[config.mk]
export PLATFORM = sky130hd
export DESIGN_NAME = cpu_fetch_unit
export DESIGN_NICKNAME = d
export VERILOG_FILES = /design/src/rtl/cpu_fetch_unit.sv
export SDC_FILE = /design/constraint.sdc
export NUM_CORES = 1
export LEC_CHECK = 0
export BUFFER_PORTS_ARGS = -buffer_cell sky130_fd_sc_hd__buf_4
export CAP_MARGIN = 20
export CELL_PAD_IN_SITES_DETAIL_PLACEMENT = 0
export CELL_PAD_IN_SITES_GLOBAL_PLACEMENT = 1
export CORE_MARGIN = 4
export CORE_UTILIZATION = 43
export DETAILED_ROUTE_END_ITERATION = 6
export MAX_ROUTING_LAYER = met4
export PLACE_DENSITY_LB_ADDON = 0.2
export SYNTH_ARGS = -nofsm -noshare
export SYNTH_HDL_FRONTEND = slang
export SYNTH_SLANG_ARGS = --single-unit
[constraint.sdc]
create_clock -name clk -period 8.5 [get_ports clk]
set_clock_uncertainty 0.15 [all_clocks]
set_input_delay 1.7 -clock clk [delete_from_list [all_inputs] [get_ports clk]]
set_output_delay 1.7 -clock clk [all_outputs]
set_load 0.02 [all_outputs]
[src/rtl/cpu_fetch_unit.sv]
// ---------------------------------------------------------------------------
// cpu_fetch_unit
//
// Front-end fetch stage. Owns the PC, issues one instruction-memory request
// at a time, looks the PC up in the branch predictor, pre-decodes the
// returned instruction to choose the next PC, and presents
// {pc, instr, pred_taken} to decode from a single output register (the slot).
// A redirect from execute flushes the slot and restarts fetch.
//
// Handshakes:
//   imem: a request is accepted in a cycle where imem_req && imem_gnt.
//         Exactly one response (imem_rvalid) follows, in order.
//   out : a transfer occurs in a cycle where out_valid && out_ready. While
//         out_valid && !out_ready every out_* signal is held stable.
//
// Ports:
//   clk, rst        clock, asynchronous active-high reset
//   imem_req/addr   fetch request and its address (the PC)
//   imem_gnt        request accepted this cycle
//   imem_rvalid     response valid, imem_rdata the instruction
//   bp_addr         predictor lookup address (always the PC)
//   bp_taken        predictor answer, combinational from bp_addr
//   redirect        flush, restart fetch at redirect_pc
//   out_valid/ready decode handshake
//   out_pc/instr    fetched instruction and its PC
//   out_pred_taken  fetch followed a taken prediction for this instruction
// ---------------------------------------------------------------------------
module cpu_fetch_unit #(
    parameter logic [31:0] RESET_PC = 32'h0000_0000
) (
    input  logic        clk,
    input  logic        rst,
    output logic        imem_req,
    output logic [31:0] imem_addr,
    input  logic        imem_gnt,
    input  logic        imem_rvalid,
    input  logic [31:0] imem_rdata,
    output logic [31:0] bp_addr,
    input  logic        bp_taken,
    input  logic        redirect,
    input  logic [31:0] redirect_pc,
    output logic        out_valid,
    input  logic        out_ready,
    output logic [31:0] out_pc,
    output logic [31:0] out_instr,
    output logic        out_pred_taken
);

    localparam logic [1:0] ST_REQ  = 2'd0;
    localparam logic [1:0] ST_WAIT = 2'd1;
    localparam logic [1:0] ST_DROP = 2'd2;

    localparam logic [31:0] NOP = 32'h0000_0013;

    logic [1:0]  state;
    logic [31:0] pc;

    // Pre-decode results
    logic [6:0]  opcode;
    logic [31:0] imm_b;
    logic [31:0] imm_j;
    logic [31:0] next_pc;
    logic        next_pred;
    logic        load_slot;
    logic        slot_free;

    assign opcode = imem_rdata[6:0];
    assign imm_b  = {{20{imem_rdata[31]}}, imem_rdata[7], imem_rdata[30:25],
                     imem_rdata[11:8], 1'b0};
    assign imm_j  = {{12{imem_rdata[31]}}, imem_rdata[19:12], imem_rdata[20],
                     imem_rdata[30:21], 1'b0};

    always_comb begin
        next_pc   = pc + 32'd4;
        next_pred = 1'b0;
        if (opcode == 7'b1101111) begin
            next_pc   = pc + imm_j;
            next_pred = 1'b1;
        end else if (opcode == 7'b1100011 && bp_taken) begin
            next_pc   = pc + imm_b;
            next_pred = 1'b1;
        end
    end

    // A new request may only go out if its response is guaranteed a place
    // in the slot: the slot is empty or is handing off this very cycle.
    assign slot_free = !out_valid || out_ready;
    assign imem_req  = !rst && (state == ST_REQ) && slot_free;
    assign imem_addr = pc;
    assign bp_addr   = pc;

    assign load_slot = (state == ST_WAIT) && imem_rvalid && !redirect;

    always_ff @(posedge clk or posedge rst) begin
        if (rst) begin
            state          <= ST_REQ;
            pc             <= RESET_PC;
            out_valid      <= 1'b0;
            out_pc         <= 32'h0;
            out_instr      <= NOP;
            out_pred_taken <= 1'b0;
        end else begin
            // Output slot
            if (redirect) begin
                out_valid <= 1'b0;
            end else if (load_slot) begin
                out_valid      <= 1'b1;
                out_pc         <= pc;
                out_instr      <= imem_rdata;
                out_pred_taken <= next_pred;
            end else if (out_valid && out_ready) begin
                out_valid <= 1'b0;
            end

            // PC and request FSM
            if (redirect) begin
                pc <= redirect_pc;
                case (state)
                    // A request granted alongside the redirect still owes
                    // a response, which must be thrown away.
                    ST_REQ:  state <= (imem_req && imem_gnt) ? ST_DROP : ST_REQ;
                    ST_WAIT: state <= imem_rvalid ? ST_REQ : ST_DROP;
                    // The single outstanding response is consumed whether
                    // or not another redirect arrives with it.
                    ST_DROP: state <= imem_rvalid ? ST_REQ : ST_DROP;
                    default: state <= ST_REQ;
                endcase
            end else begin
                case (state)
                    ST_REQ: begin
                        if (imem_req && imem_gnt) state <= ST_WAIT;
                    end
                    ST_WAIT: begin
                        if (imem_rvalid) begin
                            pc    <= next_pc;
                            state <= ST_REQ;
                        end
                    end
                    ST_DROP: begin
                        if (imem_rvalid) state <= ST_REQ;
                    end
                    default: state <= ST_REQ;
                endcase
            end
        end
    end

endmodule

### Word-level counts from Yosys, hierarchy flattened

Cells that the tools add are included.
Widths: inputs -> output; s select.

| operators by class | value |
|---|---|
| shifts and indexed selects | 0 |
| $mul | 0 |
| eq/ne operators | 6 |
| add/sub/neg operators | 3 |
| divide/modulo/power cells | 0 |
| reduce and logical (&&, ||, !) cells | 19 |
| order comparisons | 0 |
| bitwise gates (word level) | 1 |
| mux-type cells | 17 |

Operators with widths:

| cell | number |
|---|---|
| $mux 32 | 5 |
| $add 32x32->32 | 2 |
| $add 32x3->32 const B | 1 |
| $eq 7x7->1 const B | 2 |
| $mux 2 | 5 |
| $pmux 2 s2 | 2 |
| $logic_and 1x1->1 | 7 |
| $reduce_and 2->1 | 3 |
| $mux 1 | 5 |
| $reduce_bool 2->1 | 2 |
| $logic_not 1->1 | 3 |
| $ne 3x1->1 const B | 1 |
| $ne 3x2->1 const B | 1 |
| $reduce_bool 3->1 | 1 |
| $eq 2x1->1 const B | 1 |
| $eq 2x2->1 const B | 1 |
| $logic_not 2->1 | 1 |
| $reduce_or 2->1 | 1 |
| $logic_or 1x1->1 | 1 |
| $not 1->1 | 1 |

| word-level totals | value |
|---|---|
| ROM bits | 0 |
| memories | 0 |
| bits of input ports | 71 |
| bits in latches | 0 |
| memory bits (writable) | 0 |
| register bits after elaboration | 100 |
| logic and storage cells | 52 |
| output and inout bits | 131 |

### Logic depth before layout (Yosys ltp)

Gate-level depths: netlist (run 1).

| logic depth | value |
|---|---|
| depth after elaboration | 7 |
| gate-level depth with buffers | 11 |
| gate-level depth less buffers | 11 |

### Worst setup path after synthesis (run 1)

OpenSTA, ideal clock, no wires.

| timing path | value |
|---|---|
| path type | input to output |
| start | in out_ready |
| end | out imem_req |
| arrival | 2292 ps |
| path slack | 4358 ps |
| stages on the path | 2 |
| required time | 6650 ps |
| path buffers | 0 |
| path through | nor2b_1 nor3_1 |

| between the ends | value |
|---|---|
| cells in the longest elaborated chain, start to end | 2 |

Ends and longest elaborated chain:

| element | line | source |
|---|---|---|
| start: declaration | 43 | `input logic out_ready,` |
| $logic_or 1x1->1 | 87 | `assign slot_free = !out_valid \|\| out_ready;` |
| $logic_and 1x1->1 | 88 | `assign imem_req = !rst && (state == ST_REQ) && slot_free;` |
| end: declaration | 33 | `output logic imem_req,` |

No other way between the ends.

### Worst setup path in the final report (run 1)

| timing path | value |
|---|---|
| start | in imem_rdata[1] |
| end | reg pc[27], in the netlist bp_addr[27] |

| between the ends | value |
|---|---|
| cells in the longest elaborated chain, start to end | 7 |
| elaborated cells between the ends (all ways) | 8 |
| those cells by class | 2 x eq/ne; 5 x mux; 1 x reduce/logical |

Ends and longest elaborated chain:

| element | line | source |
|---|---|---|
| start: declaration | 37 | `input logic [31:0] imem_rdata,` |
| $eq 7x7->1 | 79 | `end else if (opcode == 7'b1100011 && bp_taken) begin` |
| $logic_and 1x1->1 | 79 |  |
| $mux 32 | 79 |  |
| $mux 32 * | 76 | `if (opcode == 7'b1101111) begin` |
| $mux 32 * | 134 | `if (imem_rvalid) begin` |
| $mux 32 * | 129 | `case (state)` |
| $mux 32 * | 116 | `if (redirect) begin` |
| end signal: assignment | 117 | `pc <= redirect_pc;` |
| end signal: assignment | 135 | `pc <= next_pc;` |
| end: declaration | 56 | `logic [31:0] pc;` |

Every way passes the cells marked *; elsewhere a longest branch is shown, timed or not. The select of a mux whose other input is x is not followed.
A chain may end at the register's enable or synchronous reset.

==> flow_metrics.env, run 1 <==
export IMPL_fp_dieH_um=147
export IMPL_viasPerCell=5.63
export IMPL_yosys_top_cells_count="nand2_1, dfrtp_1, nor2_1, a21oi_1, o21ai_0"
export IMPL_yosysWarningCount=0
export IMPL_synth_area_leaders="dfrtp_1, nand2_1, ha_1, a21oi_1, nor2_1"
export IMPL_post_place_cells=1457
export IMPL_ioPinCount=202
export IMPL_cts_made_buffers=9
export IMPL_p_total_uw=2280
export IMPL_yosys_area_top_type="dfrtp_1"
export IMPL_cts_sinks=100
export IMPL_cts_buffer_depth=2
export IMPL_die_area_mm2=0.0215
export IMPL_num_vias=8292
export IMPL_grt_pass1_vias=7730
export IMPL_crit_buf_inv=1
export IMPL_port_buffers=201
export IMPL_critPathArrivalTime_ns=4.53
export IMPL_cts_tree="yes"
export IMPL_seq_area_frac_synth_pct=30.3
export IMPL_crit_required_ns=8.60
export IMPL_async_reset_ff_share_pct=100
export IMPL_ys_ff_latch=100
export IMPL_critPathLaunchType="input pin"
export IMPL_worstSkewPairLatency_ns=0.36
export IMPL_worst_pin_slew_ns=1.04
export IMPL_antenna_found_initial=0
export IMPL_path_clk_slew_ns=0.08
export IMPL_holdWs_ns=0.310
export IMPL_hp_class="reg2reg"
export IMPL_ant_nets=0
export IMPL_grt_pass1_wl_um=44300
export IMPL_dp_hpwl_um=20500
export IMPL_core_mm2=0.0188
export IMPL_powerDensity_mw_per_mm2=229
export IMPL_fp_row_count=50
export IMPL_ys_flop_type="dfrtp_1"
export IMPL_p_leak_uw=0.00471
export IMPL_drt_wl_total_um=28400
export IMPL_wl_per_cell_um=19.3
export IMPL_hold_viol=0
export IMPL_yosysMostFrequentCell="nand2_1"
export IMPL_status="complete, no violations"
export IMPL_fin_crit_ns=4.44
export IMPL_criticalPathCategory="in2reg"
export IMPL_cp_max_fo=22
export IMPL_cp_cell_sequence="buf_4 -> nand4_1 -> or4_2 -> nand2_1 -> o21ai_0 -> a22oi_1 -> o21ai_0 -> a221o_1"
export IMPL_syn_area_per_cell_um2=7.68
export IMPL_ctsResizeCount=0
export IMPL_drt_iter0_markers=692
export IMPL_grt_usage_pct=26.5
export IMPL_grt_ovfl_total=0
export IMPL_routabilityCongestion=0.922
export IMPL_ir_worst_vdd_uv=115
export IMPL_fin_crit_sh_pct=52.2
export IMPL_drt_pre_antenna_iters=6
export IMPL_synthToLayoutAreaGrowth_pct=20.3
export IMPL_crit_family="simple AND/OR/NAND/NOR gates"
export IMPL_cts_setup_buffers=0
export IMPL_syn_area_mm2=0.00827
export IMPL_diodes=0
export IMPL_nNetsFinal=1328
export IMPL_instances_no_fill=1473
export IMPL_max_freq_mhz=225
export IMPL_initial_core_util_pct=43.9
export IMPL_h_tree_depth=3
export IMPL_drive_gt1_share_pct=21.9
export IMPL_synth_distinct_cells=82
export IMPL_nFillCells=1890
export IMPL_root_buffer="clkbuf_16"
export IMPL_synth_nets=1198
export IMPL_worst_setup_path_end_kind="flip-flop"
export IMPL_fin_tns_setup_ns=0
export IMPL_die_w_um=147
export IMPL_crit_top_cell="o21ai_0"
export IMPL_finalMaxSlewViolations=0
export IMPL_grt_max_degree=84
export IMPL_rsz0062_at_grt="false"
export IMPL_maxCapViolCount=0
export IMPL_route_detailed_drc=0
export IMPL_fin_util_pct=52.9
export IMPL_hold_buffers=0
export IMPL_synth_edf_count=0
export IMPL_relSlewSlack_pct=30.7
export IMPL_synth_top_area_share_pct=29.3
export IMPL_setup_viol=0
export IMPL_critPathMaxStageDelay_ns=1.02
export IMPL_netlist_instances=1078
export IMPL_crit_slowest_cell="or4_2"
## per-layer routing
metal / vias up / track usage [%] / part of all wire [%]
li1: 4057 / - / -
met1: 3917 / 39.8 / 50
met2: 299 / 37.9 / 42
met3: 19 / 5.06 / 7.3
met4: 0 / 3.81 / 0.93
met5: - / - / 0
## power by group
| part | total [uW] | switching (uW) | leakage, uW | internal [uW] |
|---|---|---|---|---|
| logic | 1120 | 664 | 0.00332 | 454 |
| registers | 752 | 125 | 0.00126 | 627 |
| clock network | 411 | 201 | 0.000130 | 210 |
| total | 2280 | 991 | 0.00471 | 1290 |
## cell type report
type | count | area [um^2] | area share, %
Inverter | 25 | 96.3 | 0.968
Timing Repair Buffer | 210 | 1580 | 15.8
Clock buffer | 12 | 246 | 2.48
Tap cell | 260 | 325 | 3.27
Clock inverter | 4 | 32.5 | 0.327
Multi-Input combinational cell | 862 | 5170 | 51.9
Sequential cell | 100 | 2510 | 25.2
## logic make-up (layout without fill, tap and decap cells)
family                     count (synthesis)  count (layout)  share of synthesized area [%]
and+or+nand+nor                          472             472                           25.8
adders and majority gates                 49              49                           7.59
xor gates and xnor gates                  45              45                           4.76
buffers and inverters                    116             251                           7.56
muxes                                     11              11                           1.39
DFF                                      100             100                           30.3
AOI/OAI and AO/OA                        285             285                           22.6
## state kept, by name (all words and copies together) (netlist names)
signal          flops
out_instr          32
out_valid           1
state               2
out_pc             32
bp_addr            32
out_pred_taken      1
## worst min-delay path, stage by stage (launching register included)
cell	delay [ns]
dfstp_2	0.37
nand2_1	0.05
nand2_1	0.05
## through the flow
step                setup WS [ns]  cell area (um^2)
global route                 3.83              9950
global placement             3.80              9680
finish                       4.06              9950
floorplan                    4.04              8270
CTS                          4.11              9950
detailed placement           3.73              9680
## layout by cell type, fill, tap and decap left out, drive strengths merged, types with 8 or more instances in the layout
cell type / n
nand2: 266
buf: 210
dfrtp: 97
nor2: 84
a21oi: 77
o21ai: 68
ha: 47
xnor2: 27
inv: 27
nand3: 21
nor3: 19
xor2: 18
a21o: 17
a211oi: 16
nand4: 14
a31oi: 13
clkbuf: 12
nand2b: 11
o211ai: 10
a221oi: 9
o221ai: 9
nor3b: 8
o31ai: 8
or2: 8
and3: 8
## worst paths after layout
kind | from | to | slack [ns] | depth (start not counted)
max | imem_rdata[1] | bp_addr[27] | 4.06 | 8
min | out_instr[1] | out_instr[1] | 0.31 | 2
max reg2reg | bp_addr[2] | bp_addr[30] | 5.02 | 9
min reg2reg | out_instr[1] | out_instr[1] | 0.31 | 2
max in group asynchronous | rst | out_instr[2] | 5.72 | 3
min in group asynchronous | rst | out_valid | 1.19 | 2
(Power assumes the default switching activity.)
==> inputs of run 2 (changes only) <==
- CORE_UTILIZATION: 43 -> 36
- clock period: 8.5 -> 3.7 ns (I/O delays scaled with it)
==> flow_metrics.env, run 2 (same netlist as run 1, synthesis figures left out) <==
export IMPL_status="complete, no violations"
export IMPL_nNetsFinal=1369
export IMPL_hp_class="reg2reg"
export IMPL_dr_wl_met2_um=12900
export IMPL_viasPerCell=5.50
export IMPL_fin_tns_setup_ns=0
export IMPL_routed_top_layer="met4"
export IMPL_hold_viol=0
export IMPL_initial_core_util_pct=36.5
export IMPL_drt_iter0_markers=734
export IMPL_h_tree_depth=3
export IMPL_grt_pass1_vias=7961
export IMPL_grt_pass1_wl_um=47000
export IMPL_cts_buffer_depth=2
export IMPL_die_w_um=160
export IMPL_drt_pre_antenna_iters=5
export IMPL_drive_gt1_share_pct=24.4
export IMPL_cts_setup_buffers=0
export IMPL_crit_required_ns=3.80
export IMPL_criticalPathCategory="reg2reg"
export IMPL_wl_met1_um=15400
export IMPL_relSlewSlack_pct=47.6
export IMPL_rsz0062_at_grt="false"
export IMPL_ctsResizeCount=0
export IMPL_fin_crit_ns=3.38
export IMPL_instances_no_fill=1538
export IMPL_cts_sinks=100
export IMPL_mostFrequentLayoutCells="nand2_1, buf_4, dfrtp_1"
export IMPL_finalMaxSlewViolations=0
export IMPL_fin_crit_sh_pct=91.4
export IMPL_fp_row_count=55
export IMPL_cts_made_buffers=9
export IMPL_port_buffers=201
export IMPL_critPathLaunchType="flip-flop"
export IMPL_worst_pin_slew_ns=0.787
export IMPL_worst_setup_path_end_kind="flip-flop"
export IMPL_p_leak_uw=0.00491
export IMPL_wl_per_cell_um=19.8
export IMPL_core_mm2=0.0226
export IMPL_setup_viol=0
export IMPL_max_freq_mhz=296
export IMPL_path_clk_slew_ns=0.08
export IMPL_route_detailed_drc=0
export IMPL_num_vias=8463
export IMPL_worstSkewPairLatency_ns=0.36
export IMPL_maxCapViolCount=0
export IMPL_p_total_uw=5320
export IMPL_ant_nets=0
export IMPL_routabilityCongestion=0.935
export IMPL_post_place_cells=1523
export IMPL_root_buffer="clkbuf_16"
export IMPL_grt_max_degree=56
export IMPL_dpl_cell_area_mm2=0.0100
export IMPL_hold_buffers=0
export IMPL_met3_length_um=1800
export IMPL_fp_dieH_um=160
export IMPL_ir_worst_vdd_uv=219
export IMPL_cp_max_fo=6
export IMPL_ioPinCount=202
export IMPL_cts_tree="yes"
export IMPL_grt_usage_pct=23.7
export IMPL_antenna_found_initial=0
export IMPL_final_common_cell="nand2_1"
export IMPL_dp_hpwl_um=22800
export IMPL_powerDensity_mw_per_mm2=517
export IMPL_drt_wl_total_um=30500
export IMPL_diodes=0
export IMPL_finalInstanceArea_mm2=0.0103
export IMPL_synthToLayoutAreaGrowth_pct=24.4
export IMPL_critPathArrivalTime_ns=3.48
export IMPL_grt_ovfl_total=0
export IMPL_die_area_mm2=0.0255
==> run 2: worst max-delay path, stage by stage (launching register included) <==
cell and delay (ns):
dfrtp_1 0.52, ha_1 0.26, inv_1 0.06, fa_1 0.42, nand2b_1 0.19, a21oi_1 0.31
o211ai_1 0.17, nand3_1 0.18, a41oi_1 0.28, o21ai_0 0.30, xnor2_1 0.10, a221o_1 0.34
==> run 2: metrics by stage <==
stage                     hold WS [ns]  util (%)  setup WS [ns]
final                            0.311      45.5          0.319
after global routing             0.337      45.5          0.147
after CTS                        0.313      45.5          0.359
after detailed placement         0.300      44.3         0.0491
after global placement           0.298      44.3          0.145
after floorplan                  0.342         -          0.196
==> run 2: routing by layer <==
layer / GRT usage, % / up-vias
li1: - / 4128
met1: 35.7 / 4036
met2: 33.9 / 272
met3: 3.60 / 27
met4: 4.54 / 0
met5: - / -
==> run 2: where the power goes <==
part / leakage, uW / switching [uW] / total (uW) / internal [uW]
Combinational: 0.00352 / 1600 / 2710 / 1110
Clock: 0.000125 / 466 / 924 / 458
Sequential: 0.00126 / 246 / 1690 / 1440
==> run 2: layout make-up <==
cell class                 count  area (um^2)
clock buffer                  10          229
clock inverter                 5         37.5
fill                        2375        12300
inverter                      25         96.3
multi-input combinational    862         5170
sequential                   100         2510
tap                          285          357
timing repair buffer         251         1900
==> run 2: path summary, 6_finish.rpt <==
path / cells after the start / from / slack [ns] / endpoint
setup / recovery: 11 / bp_addr[1] / 0.32 / bp_addr[27]
hold / removal: 2 / out_instr[0] / 0.31 / out_instr[0]
setup reg to reg: 11 / bp_addr[1] / 0.32 / bp_addr[27]
hold reg to reg: 2 / out_instr[0] / 0.31 / out_instr[0]
max in group asynchronous: 3 / rst / 2.26 / out_instr[9]
min in group asynchronous: 2 / rst / 0.36 / bp_addr[9]
